$ cat config.mk
export PLATFORM = sky130hd
export DESIGN_NAME = boc_prn_corr
export DESIGN_NICKNAME = d
export VERILOG_FILES = /design/src/rtl/boc_prn_corr.sv
export SDC_FILE = /design/constraint.sdc
export NUM_CORES = 1
export LEC_CHECK = 0
export ABC_AREA = 1
export CORE_UTILIZATION = 56
export CTS_BUF_LIST = sky130_fd_sc_hd__clkbuf_8
export CTS_CLUSTER_DIAMETER = 120
export CTS_CLUSTER_SIZE = 24
export DETAILED_ROUTE_END_ITERATION = 10
export GPL_ROUTABILITY_DRIVEN = 1
export HOLD_SLACK_MARGIN = 0.06
export PLACE_DENSITY_LB_ADDON = 0.05
export SYNTH_ARGS = -nofsm -noshare
export SYNTH_HDL_FRONTEND = slang
export SYNTH_SLANG_ARGS = --single-unit
$ cat constraint.sdc
create_clock -name rx_clk -period 8.8 [get_ports rx_clk]
set_input_delay 1.76 -clock rx_clk [delete_from_list [all_inputs] [get_ports rx_clk]]
set_output_delay 1.76 -clock rx_clk [all_outputs]
set_load 0.05 [all_outputs]
$ cat src/rtl/boc_prn_corr.sv
// boc_prn_corr: despreads I/Q samples against the local BOC/PRN chip stream and
// produces early/prompt/late I/Q integrate-and-dump results once per code period.
//
// Ports:
//   rx_clk, rx_rst (sync, active-low)
//   rx_corr_paral[1] enable, [0] BOC wipe-off
//   rx_sample_vld qualifies rx_sample_i/q, rx_loc_boc/prn, rx_prn_sop/eop
//   tx_corr_{ie,qe,ip,qp,il,ql} dump outputs
//   tx_dump_vld 1-cycle dump strobe
//   tx_sop_err sticky sop-mid-period flag
module boc_prn_corr #(
  parameter int SAMP_WIDTH = 4,
  parameter int ACC_WIDTH  = 24,
  parameter int SPACING    = 2
) (
  input  logic                  rx_clk,
  input  logic                  rx_rst,
  input  logic [1:0]            rx_corr_paral,
  input  logic                  rx_sample_vld,
  input  logic [SAMP_WIDTH-1:0] rx_sample_i,
  input  logic [SAMP_WIDTH-1:0] rx_sample_q,
  input  logic                  rx_loc_boc,
  input  logic                  rx_loc_prn,
  input  logic                  rx_prn_sop,
  input  logic                  rx_prn_eop,
  output logic [ACC_WIDTH-1:0]  tx_corr_ie,
  output logic [ACC_WIDTH-1:0]  tx_corr_qe,
  output logic [ACC_WIDTH-1:0]  tx_corr_ip,
  output logic [ACC_WIDTH-1:0]  tx_corr_qp,
  output logic [ACC_WIDTH-1:0]  tx_corr_il,
  output logic [ACC_WIDTH-1:0]  tx_corr_ql,
  output logic                  tx_dump_vld,
  output logic                  tx_sop_err
);

  localparam int DL = 2 * SPACING;

  localparam logic IDLE  = 1'b0;
  localparam logic ACCUM = 1'b1;

  localparam logic [ACC_WIDTH-1:0] ACC_MAX =
    {1'b0, {(ACC_WIDTH-1){1'b1}}};
  localparam logic [ACC_WIDTH-1:0] ACC_MIN =
    {1'b1, {(ACC_WIDTH-1){1'b0}}};

  logic                 state;
  logic [DL-1:0]        dl;
  logic                 chip;
  logic [2:0]           tap;
  logic [ACC_WIDTH-1:0] si_ext;
  logic [ACC_WIDTH-1:0] sq_ext;
  logic [ACC_WIDTH-1:0] acc_i  [3];
  logic [ACC_WIDTH-1:0] acc_q  [3];
  logic [ACC_WIDTH-1:0] nxt_i  [3];
  logic [ACC_WIDTH-1:0] nxt_q  [3];
  logic [ACC_WIDTH-1:0] dump_i [3];
  logic [ACC_WIDTH-1:0] dump_q [3];
  logic                 en;
  logic                 load;
  logic                 take;

  function automatic logic [ACC_WIDTH-1:0] sat_add(
    input logic [ACC_WIDTH-1:0] a,
    input logic [ACC_WIDTH-1:0] b
  );
    logic [ACC_WIDTH:0] s;
    s = {a[ACC_WIDTH-1], a} + {b[ACC_WIDTH-1], b};
    // Top two bits disagree only on overflow; the sign bit picks the rail.
    if (s[ACC_WIDTH] != s[ACC_WIDTH-1])
      return s[ACC_WIDTH] ? ACC_MIN : ACC_MAX;
    return s[ACC_WIDTH-1:0];
  endfunction

  assign chip = rx_corr_paral[0] ? (rx_loc_boc ^ rx_loc_prn)
                                 : rx_loc_prn;
  // Index 0 early, 1 prompt, 2 late.
  assign tap  = {dl[DL-1], dl[SPACING-1], chip};
  assign en   = rx_corr_paral[1];
  assign load = rx_prn_sop;
  // A sample joins a period when it opens one or falls inside one.
  assign take = en && rx_sample_vld && (rx_prn_sop || state == ACCUM);

  always_comb begin
    si_ext = {{(ACC_WIDTH-SAMP_WIDTH){rx_sample_i[SAMP_WIDTH-1]}},
              rx_sample_i};
    sq_ext = {{(ACC_WIDTH-SAMP_WIDTH){rx_sample_q[SAMP_WIDTH-1]}},
              rx_sample_q};
    for (int k = 0; k < 3; k++) begin
      nxt_i[k] = tap[k] ? -si_ext : si_ext;
      nxt_q[k] = tap[k] ? -sq_ext : sq_ext;
      if (!load) begin
        nxt_i[k] = sat_add(acc_i[k], nxt_i[k]);
        nxt_q[k] = sat_add(acc_q[k], nxt_q[k]);
      end
    end
  end

  always_ff @(posedge rx_clk) begin
    if (!rx_rst) begin
      state       <= IDLE;
      dl          <= '0;
      tx_dump_vld <= 1'b0;
      tx_sop_err  <= 1'b0;
      for (int k = 0; k < 3; k++) begin
        acc_i[k]  <= '0;
        acc_q[k]  <= '0;
        dump_i[k] <= '0;
        dump_q[k] <= '0;
      end
    end else begin
      tx_dump_vld <= 1'b0;
      if (rx_sample_vld)
        dl <= {dl[DL-2:0], chip};
      if (!en) begin
        state <= IDLE;
        for (int k = 0; k < 3; k++) begin
          acc_i[k] <= '0;
          acc_q[k] <= '0;
        end
      end else if (take) begin
        if (rx_prn_sop && state == ACCUM)
          tx_sop_err <= 1'b1;
        if (rx_prn_eop) begin
          state       <= IDLE;
          tx_dump_vld <= 1'b1;
          for (int k = 0; k < 3; k++) begin
            dump_i[k] <= nxt_i[k];
            dump_q[k] <= nxt_q[k];
          end
        end else begin
          state <= ACCUM;
          for (int k = 0; k < 3; k++) begin
            acc_i[k] <= nxt_i[k];
            acc_q[k] <= nxt_q[k];
          end
        end
      end
    end
  end

  assign tx_corr_ie = dump_i[0];
  assign tx_corr_qe = dump_q[0];
  assign tx_corr_ip = dump_i[1];
  assign tx_corr_qp = dump_q[1];
  assign tx_corr_il = dump_i[2];
  assign tx_corr_ql = dump_q[2];

endmodule

==> results.tsv, run 1 <==
stage	metric	value	unit
setup_path	cp-start-kind	input pin	
finish	num-fill-cells	3598	
power	vdd_drop_max	0.0001362	V
yosys	synthArstFlopShare	0	%
finish	layout-drive-gt1-share	5.000	%
routing	via_count	20240	
power	p_leak	11.93	nW
hold_path	hold_class	flip-flop to flip-flop	
cts	cts_buffers	16	
yosys	yosys_most_used_dff	edfxtp_1	
yosys	synth_seq_area_share	39.55	%
sta	rsz0062_at_grt	no	
hold_path	hold_path_depth	2	
power	cellPowerDensity	155.9	nW/um^2
routing	drtIter0Drc	1537	
cts	cts_tree	yes	
cts	postCtsSetupRepairBufs	0	
placed_design	dp_hpwl	48860	um
floorplan	rows	72	
finish	seq_area	8788	sq um
floorplan	initial_core_util	57.09	%
yosys	synth_cell_type_count	36	
finish	multi_input_area	11780	sq um
sta	fin_crit	6.085	ns
power	swShare	40.71	%
cts	cts_resized	0	
routing	wl_per_cell	17.62	um
cts	hold_buffers	0	
finish	final_common_cell	nand2_1	
global_routing	grt_usage	31.52	%
global_routing	antenna_found_initial	3	
yosys	avgSynthCellArea	7.357	sq um
placed_design	dpl_cell_area	24250	sq um
finish	layout_common_cells	849 x nand2_1, 551 x nor2_1, 368 x inv_1	
sta	period_share	69.15	%
routing	final_antenna_net_count	0	
floorplan	dieArea	40480	sq um
floorplan	pin_count	163	
setup_path	end_kind	flip-flop	
yosys	syn_nets	3195	
job	cap_violations	0	
power	comb_power_share	40.1	%
setup_path	reg2regPathDepth	15	
yosys	syn_area	22220	sq um
yosys	syn_inst	3020	
yosys	synth_top_cell_by_area	edfxtp_1	
status	outcome	completed	
routing	vias_per_cell	5.503	
routing	drc	0	
sta	setup_violations	0	
cts	htree_levels	1	
setup_path	rrSetupSlack	4.33	ns
finish	finalInstanceArea	24540	sq um
floorplan	die_y	201.2	um
cts	clk_latency	0.63	ns
sta	timing.hold.ws	0.4923	ns
floorplan	core_area	38920	sq um
cts	max-clock-path-buffers	3	
sta	hold_viol	0	
yosys	yosys.area.top_type_share	38.92	%
sta	clock.fmax	164.3	MHz
global_routing	overflow	0	
placed_design	place.gp.congestion	0.9818	
sta	worst_pin_slew	1.061	ns
sta	fin_worst_skew	0.03407	ns
setup_path	required	9.14	ns
global_routing	grt_start_max_net_pins	84	
global_routing	grt_pass1_vias	19690	
finish	n_antenna_cell	0	
power	p_int	2.268	mW
cts	cts_num_sinks	295	
finish	final_nets	3325	
setup_path	crit_type	input pin to flip-flop	
floorplan	dieWidth	201.2	um
sta	timing.slew.headroom	29.28	%
routing	dr.pass1.iters	6	
sta	slew_viol_final	0	
yosys	synthTopCellsByArea	edfxtp_1 39%, nand2_1 14%, nor2_1 9.3%	
routing	wirelength	64800	um
yosys	synth-seq-cells	295	
power	power_frac_clock	16.8	%
setup_path	arrival	6.43	ns
yosys	synth_edf_count	288	
power	p_switching	1.558	mW
cts	clkTransAtPathRegs	0.16	ns
placed_design	port_buffers	162	
global_routing	grt_pass1_wl	102100	um
sta	setup-tns-final	0	ns
finish	syn2layout_area_growth	10.44	%
yosys	synth_warnings	0	
cts	cts-root-buf	clkbuf_8	
power	p_seq_share	43.0	%
setup_path	cp_max_fo	20	
## registers in the layout (all words and copies together) (netlist names)
name         count
acc_i           72
acc_q           72
dump_i          72
dump_q          72
dl               4
state            1
tx_dump_vld      1
tx_sop_err       1
## synthesized netlist by cell type (47+ instances only)
library cell	count
xor2_1	51
edfxtp_1	288
nand2_1	851
o21ai_0	60
nor2_2	59
nand3_1	143
a21oi_1	215
nand4_1	62
inv_1	359
nor2_1	551
ha_1	152
xnor2_1	47
## final cells by class
cell class / instances / share of cell area [%]
multi-input cells: 2306 / 48.01
repair buffers: 170 / 6.833
inverters: 361 / 5.532
well taps: 518 / 2.641
flip-flops and latches: 295 / 35.81
clock buffers: 16 / 0.8974
clock inverters: 12 / 0.2753
## logic make-up after synthesis
group | Yosys count | share of synthesized area, %
compound gates | 302 | 7.101
simple gates | 1748 | 32.83
flops | 295 | 39.55
buf+inv | 419 | 7.551
xor+xnor | 98 | 3.863
fa+ha+maj | 158 | 9.100
## routing by layer
layer	share of wire [%]	global-route usage [%]
met4	2.2	8.333
met5	0.060	0
met1	43	41.99
met2	47	54.02
met3	7.6	4.098
## path summary, 6_finish.rpt
kind / startpoint / end
hold / removal: dl[0] / dl[1]
hold reg to reg: dl[0] / dl[1]
setup / recovery: rx_loc_boc / dump_i[0][21]
setup reg to reg: dl[1] / dump_i[0][36]
## metrics by stage
stage,utilization [%],cells,power (mW),setup slack (ns)
after global routing,63.05,3678,4.037,2.397
final,63.05,3678,3.826,2.715
after global placement,62.31,3650,3.172,2.144
after floorplan,-,3020,2.821,1.918
after CTS,63.05,3678,3.819,2.831
after detailed placement,62.31,3650,3.190,2.176
## critical path: stages
cell             delay, ns
clkdlybuf4s50_1       0.45
nand2_1               0.06
or2_2                 0.27
nand2_1               0.38
inv_1                 0.28
o21ai_0               0.38
inv_1                 0.32
ha_1                  0.50
nand2_1               0.10
nor2_1                0.15
nand3_1               0.14
nor2_1                0.11
nand2_1               0.09
nand3_1               0.12
nand2_1               0.06
nand2_1               0.08
nand2_2               0.07
nand2_1               0.67
nor2_1                0.10
nor2_1                0.23
nor2_1                0.06
## power by group through the flow
stage	Combinational, mW	Clock (mW)	Sequential [mW]
6_report	1.54	0.643	1.65
5_1_grt	1.70	0.688	1.65
4_1_cts	1.52	0.651	1.65
3_5_place_dp	1.51	0	1.68
3_3_place_gp	1.50	0	1.68
2_1_floorplan	1.03	0	1.79
Note: power is estimated with default switching activity, not from simulation.
==> run 2, diff against run 1 <==
- clock period: 8.8 -> 6.3 ns (I/O delays scaled with it)
==> run 2 against run 1 <==
Against the previous run:
- cell count up 0.27%
- routed wire length fell by 0.77%
- sequential power increased by 39%
- clock skew rose by 0.030 ns
- sequential share of layout area is 0.16 points lower
- design area up 0.44%
- global-route usage down 0.13 points
- hold slack gained 0.012 ns
- count of clock-buffer cells in the layout grew 1
- die area unchanged
- critical endpoint is now acc_i[0][18]
- largest cell class unchanged
- largest power group unchanged
==> results.tsv, run 2 (synthesis gave the netlist of run 1 again) <==
stage	metric	value	unit	change
status	outcome	completed		unchanged
setup_path	slowest_stage	clkdlybuf4s50_1		was nand2_1
placed_design	place_inst	3665		was 3,650
sta	clock.fmax	193.8	MHz	
setup_path	max_stage_delay	0.45	ns	was 0.67 ns
setup_path	crit_type	input pin to flip-flop		unchanged
global_routing	antenna_found_initial	5		was 3
setup_path	cp-start-kind	input pin		unchanged
setup_path	end_kind	flip-flop		unchanged
sta	worst_pin_slew	1.067	ns	was 1.061 ns
cts	htree_levels	1		unchanged
routing	via_count	20410		was 20,240
setup_path	crit_chain	clkdlybuf4s50_1 > nand2_1 > or2_2 > nand2_1 > inv_1 > nand2_1 > o21ai_0 > inv_1 > ha_1 > nand2_1 > nor2_1 > nand3_1 > nor2_1 > nand2_1 > nand3_1 > nand2_1 > nand2_1 > nand2_2 > nand2_1 > buf_4 > nor2_1 > nor2_1 > nor2_1		was clkdlybuf4s50_1 > nand2_1 > or2_2 > nand2_1 > inv_1 > o21ai_0 > inv_1 > ha_1 > nand2_1 > nor2_1 > nand3_1 > nor2_1 > nand2_1 > nand3_1 > nand2_1 > nand2_1 > nand2_2 > nand2_1 > nor2_1 > nor2_1 > nor2_1
cts	postCtsSetupRepairBufs	0		unchanged
cts	cts_buffers	16		unchanged
cts	cts_resized	0		unchanged
floorplan	core_area	38920	sq um	unchanged
setup_path	cp_max_fo	15		was 20
cts	cts_tree	yes		unchanged
sta	slew_viol_final	0		unchanged
setup_path	required	6.64	ns	was 9.14 ns
routing	wirelength	64290	um	was 64,800 um
cts	cts-root-buf	clkbuf_8		unchanged
placed_design	place.gp.congestion	1.007		was 0.9818
routing	final_antenna_net_count	0		unchanged
setup_path	arrival	5.50	ns	was 6.43 ns
sta	fin_crit	5.161	ns	
power	power_frac_clock	16.7	%	was 16.8%
power	p_seq_share	42.9	%	was 43.0%
finish	syn2layout_area_growth	10.93	%	was 10.44%
cts	clk_latency	0.63	ns	about the same
global_routing	grt_pass1_vias	19910		was 19,690
power	p_switching	2.168	mW	was 1.558 mW
sta	setup_violations	0		unchanged
power	vdd_drop_max	0.0002543	V	was 0.0001362 V
placed_design	port_buffers	162		unchanged
finish	final_common_cell	nand2_1		unchanged
global_routing	overflow	0		unchanged
cts	max-clock-path-buffers	3		unchanged
power	p_int	3.187	mW	was 2.268 mW
floorplan	pin_count	163		unchanged
cts	clkTransAtPathRegs	0.15	ns	was 0.16 ns
finish	fin_cells	3688		was 3,678
floorplan	dieWidth	201.2	um	unchanged
finish	num-fill-cells	3515		was 3,598
cts	hold_buffers	0		unchanged
placed_design	dpl_cell_area	24380	sq um	was 24,250 sq um
finish	layout_common_cells	849 x nand2_1, 551 x nor2_1, 363 x inv_1		was 849 x nand2_1, 551 x nor2_1, 368 x inv_1
sta	rsz0062_at_grt	no		unchanged
power	swShare	40.49	%	was 40.71%
finish	final_nets	3340		was 3,325
finish	utilization	63.33	%	was 63.05%
sta	fin_worst_skew	0.06395	ns	was 0.03407 ns
placed_design	dp_hpwl	48960	um	was 48,860 um
routing	dr.pass1.iters	6		unchanged
global_routing	grt_pass1_wl	101500	um	was 102,100 um
routing	vias_per_cell	5.535		was 5.503
sta	period_share	81.92	%	
power	comb_power_share	40.4	%	was 40.1%
routing	wl_per_cell	17.43	um	was 17.62 um
sta	timing.slew.headroom	28.84	%	was 29.28%
routing	drc	0		unchanged
power	p_leak	11.98	nW	was 11.93 nW
setup_path	worst_path_most_repeated_cell	nand2_1		unchanged
global_routing	grt_start_max_net_pins	87		was 84
job	cap_violations	0		unchanged
floorplan	rows	72		unchanged
sta	setup-tns-final	0	ns	unchanged
sta	hold_viol	0		unchanged
cts	cts_num_sinks	295		unchanged
floorplan	initial_core_util	57.09	%	unchanged
hold_path	hold_class	flip-flop to flip-flop		unchanged
finish	layout-drive-gt1-share	5.428	%	was 5.000%
global_routing	grt_usage	31.38	%	was 31.52%
routing	drtIter0Drc	1604		was 1,537
power	cellPowerDensity	217.3	nW/um^2	was 155.9 nW/um^2
floorplan	dieArea	40480	sq um	unchanged
floorplan	die_y	201.2	um	unchanged
finish	finalInstanceArea	24650	sq um	was 24,540 sq um
-- run 2: worst max-delay path: cells and delay by family --
| family | cells | cell delay, ns |
|---|---|---|
| simple gates | 17 | 2.46 |
| compound gates | 1 | 0.12 |
| fa+ha+maj | 1 | 0.31 |
| buf+inv | 4 | 1.35 |
-- run 2: worst paths after layout --
| check | end | cells after the start | slack (ns) | from |
|---|---|---|---|---|
| hold reg to reg | dl[3] | 2 | 0.50 | dl[2] |
| setup reg to reg | dump_q[0][52] | 13 | 2.13 | dl[3] |
| setup / recovery | acc_i[0][18] | 23 | 1.14 | rx_corr_paral[0] |
| hold / removal | dl[3] | 2 | 0.50 | dl[2] |
-- run 2: routing by layer --
| layer | up-vias | routed length [um] | global-route usage [%] |
|---|---|---|---|
| met1 | 9453 | 27290 | 41.08 |
| met4 | 8 | 2035 | 10.15 |
| met2 | 758 | 29840 | 52.74 |
| met3 | 126 | 5078 | 5.458 |
| li1 | 10070 | - | - |
| met5 | - | 49 | 0 |
-- run 2: power by group through the flow --
stage | combinational [mW] | clock [mW] | sequential [mW]
final | 2.16 | 0.894 | 2.30
after global routing | 2.39 | 0.960 | 2.31
after CTS | 2.14 | 0.910 | 2.30
after detailed placement | 2.12 | 0 | 2.34
after global placement | 2.10 | 0 | 2.34
after floorplan | 1.44 | 0 | 2.50
-- run 2: through the flow --
step | setup slack [ns] | hold WS (ns) | power [mW]
floorplan | 1.143 | 0.4298 | 3.936
global placement | 0.7020 | 0.4567 | 4.442
detailed placement | 0.6415 | 0.4582 | 4.467
CTS | 1.257 | 0.5059 | 5.346
global route | 0.8556 | 0.5206 | 5.660
finish | 1.139 | 0.5040 | 5.355
-- run 2: final cells by class --
class	instances	area, sq um	share of cell area [%]
clock buffers	17	234.0	0.9493
inverters	361	1358	5.508
flip-flops and latches	295	8788	35.66
diodes	1	2.502	0.01015
repair buffers	185	1802	7.310
well taps	518	648.1	2.630
clock inverters	5	35.03	0.1421
multi-input cells	2306	11780	47.79
